**src/rtl/speck32_enc_core.sv**
```systemverilog
`default_nettype none
// ============================================================================
// Module   : speck32_enc_core (with helper speck32_add16)
// Brief    : Iterative SPECK32/64 encryptor, one round per clock, with
//            valid/ready handshakes on both sides. Optional macro
//            SPECK_UNROLL2_EN chains two rounds per clock.
// Revision : 1.0
// ============================================================================

module speck32_add16 (
    input  logic [15:0] i_a,
    input  logic [15:0] i_b,
    output logic [15:0] o_sum
);
    // Carry-out intentionally dropped: SPECK arithmetic is mod 2^16.
    assign o_sum = i_a + i_b;
endmodule

module speck32_enc_core #(
    parameter int ROUNDS = 22
) (
    input  logic        clk,
    input  logic        rst,
    input  logic        in_valid,
    output logic        in_ready,
    input  logic [63:0] key,
    input  logic [31:0] pt,
    output logic        out_valid,
    input  logic        out_ready,
    output logic [31:0] ct,
    output logic        busy
);

    typedef enum logic [1:0] {
        S_IDLE = 2'd0,
        S_RUN  = 2'd1,
        S_DONE = 2'd2
    } state_t;

    state_t      r_state;
    logic [15:0] r_x;
    logic [15:0] r_y;
    logic [15:0] r_k;
    logic [15:0] r_l0;
    logic [15:0] r_l1;
    logic [15:0] r_l2;
    logic [4:0]  r_rnd;
    logic [31:0] r_ct;
    logic        r_out_valid;
    logic        r_busy;

    function automatic logic [15:0] ror7(input logic [15:0] v);
        return {v[6:0], v[15:7]};
    endfunction

    function automatic logic [15:0] rol2(input logic [15:0] v);
        return {v[13:0], v[15:14]};
    endfunction

    // First round stage (round index r_rnd)
    logic [15:0] w_sum_x1;
    logic [15:0] w_sum_k1;
    logic [15:0] w_x1;
    logic [15:0] w_y1;
    logic [15:0] w_lnew1;
    logic [15:0] w_k1;

    speck32_add16 u_add_x1 (.i_a(ror7(r_x)), .i_b(r_y),        .o_sum(w_sum_x1));
    speck32_add16 u_add_k1 (.i_a(r_k),       .i_b(ror7(r_l0)), .o_sum(w_sum_k1));

    assign w_x1    = w_sum_x1 ^ r_k;
    assign w_y1    = rol2(r_y) ^ w_x1;
    assign w_lnew1 = w_sum_k1 ^ {11'd0, r_rnd};
    assign w_k1    = rol2(r_k) ^ w_lnew1;

    logic [15:0] w_x_nxt;
    logic [15:0] w_y_nxt;
    logic [15:0] w_k_nxt;
    logic [15:0] w_l0_nxt;
    logic [15:0] w_l1_nxt;
    logic [15:0] w_l2_nxt;
    logic [4:0]  w_rnd_nxt;
    logic        w_last;

`ifdef SPECK_UNROLL2_EN
    localparam logic [4:0] c_LAST = 5'(ROUNDS - 2);

    if ((ROUNDS % 2) != 0) begin : g_odd_rounds
        $error("speck32_enc_core: ROUNDS must be even with two rounds per cycle");
    end

    // Second round stage (round index r_rnd+1); its l[0] is the shifted r_l1.
    logic [15:0] w_sum_x2;
    logic [15:0] w_sum_k2;
    logic [15:0] w_x2;
    logic [15:0] w_y2;
    logic [15:0] w_lnew2;
    logic [15:0] w_k2;
    logic [4:0]  w_rnd1;

    assign w_rnd1 = r_rnd + 5'd1;

    speck32_add16 u_add_x2 (.i_a(ror7(w_x1)), .i_b(w_y1),       .o_sum(w_sum_x2));
    speck32_add16 u_add_k2 (.i_a(w_k1),       .i_b(ror7(r_l1)), .o_sum(w_sum_k2));

    assign w_x2    = w_sum_x2 ^ w_k1;
    assign w_y2    = rol2(w_y1) ^ w_x2;
    assign w_lnew2 = w_sum_k2 ^ {11'd0, w_rnd1};
    assign w_k2    = rol2(w_k1) ^ w_lnew2;

    assign w_x_nxt   = w_x2;
    assign w_y_nxt   = w_y2;
    assign w_k_nxt   = w_k2;
    assign w_l0_nxt  = r_l2;
    assign w_l1_nxt  = w_lnew1;
    assign w_l2_nxt  = w_lnew2;
    assign w_rnd_nxt = r_rnd + 5'd2;
`else
    localparam logic [4:0] c_LAST = 5'(ROUNDS - 1);

    assign w_x_nxt   = w_x1;
    assign w_y_nxt   = w_y1;
    assign w_k_nxt   = w_k1;
    assign w_l0_nxt  = r_l1;
    assign w_l1_nxt  = r_l2;
    assign w_l2_nxt  = w_lnew1;
    assign w_rnd_nxt = r_rnd + 5'd1;
`endif

    assign w_last = (r_rnd == c_LAST);

    always_ff @(posedge clk or posedge rst) begin
        if (rst) begin
            r_state     <= S_IDLE;
            r_x         <= '0;
            r_y         <= '0;
            r_k         <= '0;
            r_l0        <= '0;
            r_l1        <= '0;
            r_l2        <= '0;
            r_rnd       <= '0;
            r_ct        <= '0;
            r_out_valid <= 1'b0;
            r_busy      <= 1'b0;
        end else begin
            case (r_state)
                S_IDLE: begin
                    if (in_valid) begin
                        r_x     <= pt[31:16];
                        r_y     <= pt[15:0];
                        r_k     <= key[15:0];
                        r_l0    <= key[31:16];
                        r_l1    <= key[47:32];
                        r_l2    <= key[63:48];
                        r_rnd   <= '0;
                        r_busy  <= 1'b1;
                        r_state <= S_RUN;
                    end
                end
                S_RUN: begin
                    r_x   <= w_x_nxt;
                    r_y   <= w_y_nxt;
                    r_k   <= w_k_nxt;
                    r_l0  <= w_l0_nxt;
                    r_l1  <= w_l1_nxt;
                    r_l2  <= w_l2_nxt;
                    r_rnd <= w_rnd_nxt;
                    if (w_last) begin
                        r_ct        <= {w_x_nxt, w_y_nxt};
                        r_busy      <= 1'b0;
                        r_out_valid <= 1'b1;
                        r_state     <= S_DONE;
                    end
                end
                S_DONE: begin
                    if (out_ready) begin
                        r_out_valid <= 1'b0;
                        r_state     <= S_IDLE;
                    end
                end
                default: begin
                    r_out_valid <= 1'b0;
                    r_busy      <= 1'b0;
                    r_state     <= S_IDLE;
                end
            endcase
        end
    end

    assign in_ready  = (r_state == S_IDLE);
    assign out_valid = r_out_valid;
    assign busy      = r_busy;
    assign ct        = r_ct;

endmodule
`default_nettype wire

```
**config.mk**
```make
export PLATFORM = sky130hd
export DESIGN_NAME = speck32_enc_core
export DESIGN_NICKNAME = d
export VERILOG_FILES = /design/src/rtl/speck32_enc_core.sv
export SDC_FILE = /design/constraint.sdc
export NUM_CORES = 1
export LEC_CHECK = 0
export ABC_AREA = 0
export BUFFER_PORTS_ARGS = -buffer_cell sky130_fd_sc_hd__buf_2
export CAP_MARGIN = 10
export CELL_PAD_IN_SITES_DETAIL_PLACEMENT = 1
export CELL_PAD_IN_SITES_GLOBAL_PLACEMENT = 2
export CORE_MARGIN = 5
export CORE_UTILIZATION = 38
export DETAILED_ROUTE_END_ITERATION = 10
export PLACE_DENSITY_LB_ADDON = 0.1
export SYNTH_ARGS = -nofsm -noshare
export SYNTH_HDL_FRONTEND = slang
export SYNTH_SLANG_ARGS = --single-unit
```
**constraint.sdc**
```tcl
create_clock -name clk -period 9.43 [get_ports clk]
set_input_delay 0.4715 -clock clk [delete_from_list [all_inputs] [get_ports clk]]
set_output_delay 0.4715 -clock clk [all_outputs]
set_load 0.02 [all_outputs]
```
==> run metrics, run 1 <==
outcome finished clean; Seq/Total Area, Yosys between 40% and 50%; ant diodes 0; H-tree Lvls 4; CTS clk-pin slew, worst paths around 0.060 ns; first-pass GRT wire length 42,800 um; setup repair after global routing missed its margin false; postcts setup bufs 0; area grow syn2layout 19.1%; clock skew 0.0113 ns; number of vias per cell 5.78; Nets between 1,000 and 1,500; period utilization about a third; Slew headroom 22.4%; Pins Over Slew Limit 0; Max Freq around 0.33 GHz; Yosys cell types between 60 and 70; antenna violations before repair 0; Async SR Flop Fraction 100%; clk_lat worst skew 0.44 ns; FP Rows between 50 and 60; hold_ws 0.212 ns; vias in the first global route ~7,500; GPL Wtd Cong around 0.88; Worst EP required about 9.8 ns; WL final roughly 27,000 um; CTS tree built; Wirelength per Cell between 20 and 25 um; synth warn 0; CP startpoint kind input pin; Top delay family on crit path buffers and inverters; fin crit period 3.04 ns; setup_tns 0 ns; top_reg_cell synth dfrtp_1; MaxCap Viol Count 0; I/O Pins 135; Initial Util about two fifths; area of the core just over 20,000 um2; Longest Clk Path Bufs 2; layout cells sized above 1 between 20% and 30%; Final Non-Filler Cells ~1,200; total CTS buffers 17; Root Buffer clkbuf_16; total track usage a little under a quarter; Via Count roughly 7,000; cells after synthesis 809; die width about 150 um; Hold Crit Class input pin to asynchronous set/reset pin; cell taking the most area after synthesis dfrtp_1; Bufs and invs on worst path 2; synth top area cells dfrtp_1, o22ai_1, ha_1; CP max stage cell nand2_2; post-synthesis instance area approximately 7800 um2; setup violators final 0; CTS sink count 137; die extent in y 153 um; number of enable flip-flop cells after synthesis 0; Avg Cell Area, Syn ~9.6 um2; critical path arrival 3.38 ns; Resize count post-CTS 0; Crit Path Category input pin to flop; 1st-iter DRT viols between 200 and 300; critical-path cell list buf_2 > nand2_2 > nor2_2 > buf_4 > a22oi_1 > o2111ai_1; # DRC 0; hpwl dp a little under 20,000 um; Placed Area approximately 8700 um2; Max stage delay on crit path between 0.9 and 1 ns; CP Max Fanout between 50 and 60; hold_buf cts 0; crit path capture type flop; die area around 23,000 um2; post-synthesis register bit count around 140; 1st-pass router iterations 4; slew of the pin with the lowest slew margin around 1.2 ns; Yosys top cell area share between 40% and 50%; Inst Count DP between 1,000 and 1,500; largest net degree at the start of global routing 89; Synthesized Nets roughly 940; Fin. Hold Viols 0; # port buffers between 100 and 150; fin area 9260 um2; Antenna Nets Post-Route 0; GRT overflow 0
-- stage by stage --
step / utilization (%) / setup WS (ns)
global placement: 42.9 / 6.11
floorplan: - / 5.29
finish: 45.9 / 6.39
global route: 45.9 / 6.13
CTS: 45.9 / 6.44
detailed placement: 43.0 / 5.99
-- metal layers --
layer	track usage (%)	vias to the layer above	part of all wire, %
met5	0	-	0
met4	8.10	0	3.2
met3	4.30	40	3.6
met2	39.1	163	49
met1	29.7	3491	45
li1	-	3249	-
-- cells in the final DEF, fill, tap and decap left out, drive strengths merged, types with 2 or more instances in the layout --
cell	Yosys	routed
a211o	2	2
a21o	21	21
a21oi	65	65
a22o	4	4
a22oi	35	35
a31o	2	2
a31oi	6	6
a41oi	2	2
and2	4	4
and3	4	4
and4	2	2
buf	9	141
bufinv	0	2
clkbuf	41	18
clkinv	1	4
clkinvlp	0	2
dfrtp	137	137
fa	2	2
ha	32	32
inv	16	23
mux2	9	9
nand2	50	50
nand2b	4	4
nand3	14	14
nand4	4	4
nor2	41	41
nor2b	3	3
nor3	6	6
o2111ai	2	2
o21a	3	3
o21ai	80	80
o22a	14	14
o22ai	91	91
o31ai	5	5
or4	2	2
xnor2	43	43
xor2	37	37
-- cell usage after synthesis, drive strengths merged (2+ instances only) --
library cell  count
ha               32
and3              4
buf               9
nand3            14
nand2            50
or4               2
o21a              3
a21oi            65
dfrtp           137
clkbuf           41
xor2             37
a21o             21
xnor2            43
nor3              6
a31oi             6
nand4             4
fa                2
o22a             14
nor2b             3
a41oi             2
nand2b            4
and2              4
mux2              9
a31o              2
o22ai            91
nor2             41
o21ai            80
a22oi            35
and4              2
inv              16
o2111ai           2
a211o             2
o31ai             5
a22o              4
-- final timing paths --
path | from | endpoint | slack (ns) | cells after the start
worst max-delay path | in_valid | r_y[15] | 6.39 | 6
worst min-delay path | rst | ct[20] | 0.21 | 2
worst max register to register | r_state[0] | ct[13] | 6.46 | 5
worst min register to register | ct[7] | ct[7] | 0.47 | 2
max in group asynchronous | rst | r_l2[12] | 8.02 | 3
min in group clk | out_ready | r_state[1] | 0.24 | 2
-- cell families after synthesis --
group	share of synthesized area, %
adders and majority gates	5.66
muxes	1.30
xor gates and xnor gates	9.40
DFF	44.1
AOI/OAI and AO/OA	28.0
buffers and inverters	3.40
and+or+nand+nor	8.16
-- layout make-up --
| cell class | count | area (um2) |
|---|---|---|
| inverters | 17 | 68.8 |
| repair buffers | 141 | 743 |
| fillers | 2324 | 10900 |
| clock buffers | 18 | 429 |
| flip-flops and latches | 137 | 3430 |
| well taps | 270 | 338 |
| multi-input cells | 605 | 4090 |
| clock inverters | 14 | 159 |
-- flip-flops by register name (all words and copies together) (netlist names) --
name and flops:
ct 32, r_k 16, r_l0 16, r_l1 16, r_l2 16, r_x 16, r_y 16, r_rnd 5
r_state 2, busy 1, out_valid 1
Power of run 1 is left out: the tool's default activity adds up to more than one toggle a clock period on the data nets, which glitch-free logic cannot reach.
==> inputs of run 2 (changes only) <==
- CORE_UTILIZATION: 38 -> 35
- clock period: 9.43 -> 3.1 ns (I/O delays scaled with it)
==> run metrics, run 2 (synthesized netlist as in run 1, its figures left out) <==
ant diodes 0; CP Max Fanout 4; Worst EP required roughly 3.4 ns; setup repair after global routing missed its margin false; 1st-pass router iterations 5; Initial Util between 30% and 40%; Slew headroom 46.1%; WL final ~30,000 um; max reg flops 32; CTS sink count 137; CTS clk-pin slew, worst paths 0.07 ns; commonest non-fill, non-tap cell in the layout dfrtp_1; area grow syn2layout 23.9%; postcts setup bufs 0; I/O Pins about 140; MaxCap Viol Count 0; critical path arrival between 3 and 4 ns; Inst Count DP between 1,000 and 1,500; Placed Area around 9000 um2; Final Util 44.2%; die width ~160 um; GRT overflow 0; slew of the pin with the lowest slew margin 0.805 ns; Max stage delay on crit path 0.43 ns; number of vias per cell 5.73; # DRC 0; Nets between 1,000 and 1,500; # port buffers 134; antenna violations before repair 0; critical-path cell list ha_1 > inv_1 > fa_1 > nand2b_1 > a21oi_2 > or2_4 > a31oi_1 > o311a_1 > xor2_1 > mux2_2; total CTS buffers 17; crit path capture type flop; CTS tree built; Hold Crit Class input pin to flop; Crit Path Category flop to flop; hpwl dp 22,000 um; Reg2Reg Depth 10; Max Freq between 0.3 and 0.4 GHz; Antenna Nets Post-Route 0; setup violators final 0; clk_lat worst skew 0.43 ns; hold depth 3; H-tree Lvls 4; largest net degree at the start of global routing 70; Pins Over Slew Limit 0; Longest Clk Path Bufs 2; Root Buffer clkbuf_16; outcome finished clean; area of the core between 20,000 and 25,000 um2; fin crit period between 2 and 3 ns; Via Count about 7,200; vias in the first global route slightly below 8,000; period utilization a little under 90%; die extent in y about 160 um; Fin. Hold Viols 0; most frequent cells in the layout dfrtp_1, buf_2, o22ai_1; CP startpoint kind flop; clock skew 0.0111 ns; 1st-iter DRT viols approximately 420; die area between 20,000 and 30,000 um2; FP Rows 54; Wirelength per Cell 23.4 um; setup_tns 0 ns; layout cells sized above 1 21.9%; Resize count post-CTS 0; GPL Wtd Cong about 0.81; fin area around 9600 um2; total track usage between 20% and 30%; CP max stage cell o311a_1; Final Non-Filler Cells approximately 1,300; first-pass GRT wire length about 46,000 um
[run 2: cell type report]
class                           instances  area (um2)
Sequential cell                       137        3430
Multi-Input combinational cell        605        4100
Clock buffer                           17         425
Fill cell                            2489       12200
Inverter                               17        67.6
Timing Repair Buffer                  181        1100
Clock inverter                         14         159
Tap cell                              280         350
[run 2: what timing repair did]
item / 4_1_cts / 5_1_grt
endpoints found under the hold margin: 51 / 0
hold buffers: 27 / 0
setup endpoints to repair: 0 / 0
[run 2: per-stage QoR]
stage	hold slack (ns)	setup WS, ns
CTS	0.00288	0.380
finish	0.00293	0.390
global placement	0.290	0.476
global route	0.0194	0.219
floorplan	0.241	0.686
detailed placement	0.300	0.419
[run 2: routing by layer]
layer	vias up	share of wire [%]	GRT usage (%)
met5	-	0	0
met4	0	3.3	8.72
met3	47	4.1	4.06
met2	185	49	38.4
met1	3606	44	29.6
li1	3326	-	-
[run 2: critical path, delay by kind of cell (launching register included)]
kind,cells,cell delay [ns]
multiplexers,1,0.28
buffers and inverters,1,0.06
AND/OR/NAND/NOR,2,0.35
XOR/XNOR,1,0.18
adder cells (fa/ha/maj),2,0.60
flip-flops,1,0.42
AO/OA/AOI/OAI,3,0.72
[run 2: final timing paths]
| check | start | to | slack (ns) |
|---|---|---|---|
| worst max-delay path | r_y[0] | ct[14] | 0.39 |
| worst min-delay path | pt[8] | r_y[8] | 0.003 |
| worst max register to register | r_y[0] | ct[14] | 0.39 |
| worst min register to register | ct[16] | ct[16] | 0.47 |
| max in group asynchronous | rst | ct[15] | 1.83 |
| min in group asynchronous | rst | ct[20] | 0.37 |
Power of run 2 is left out for the same reason.
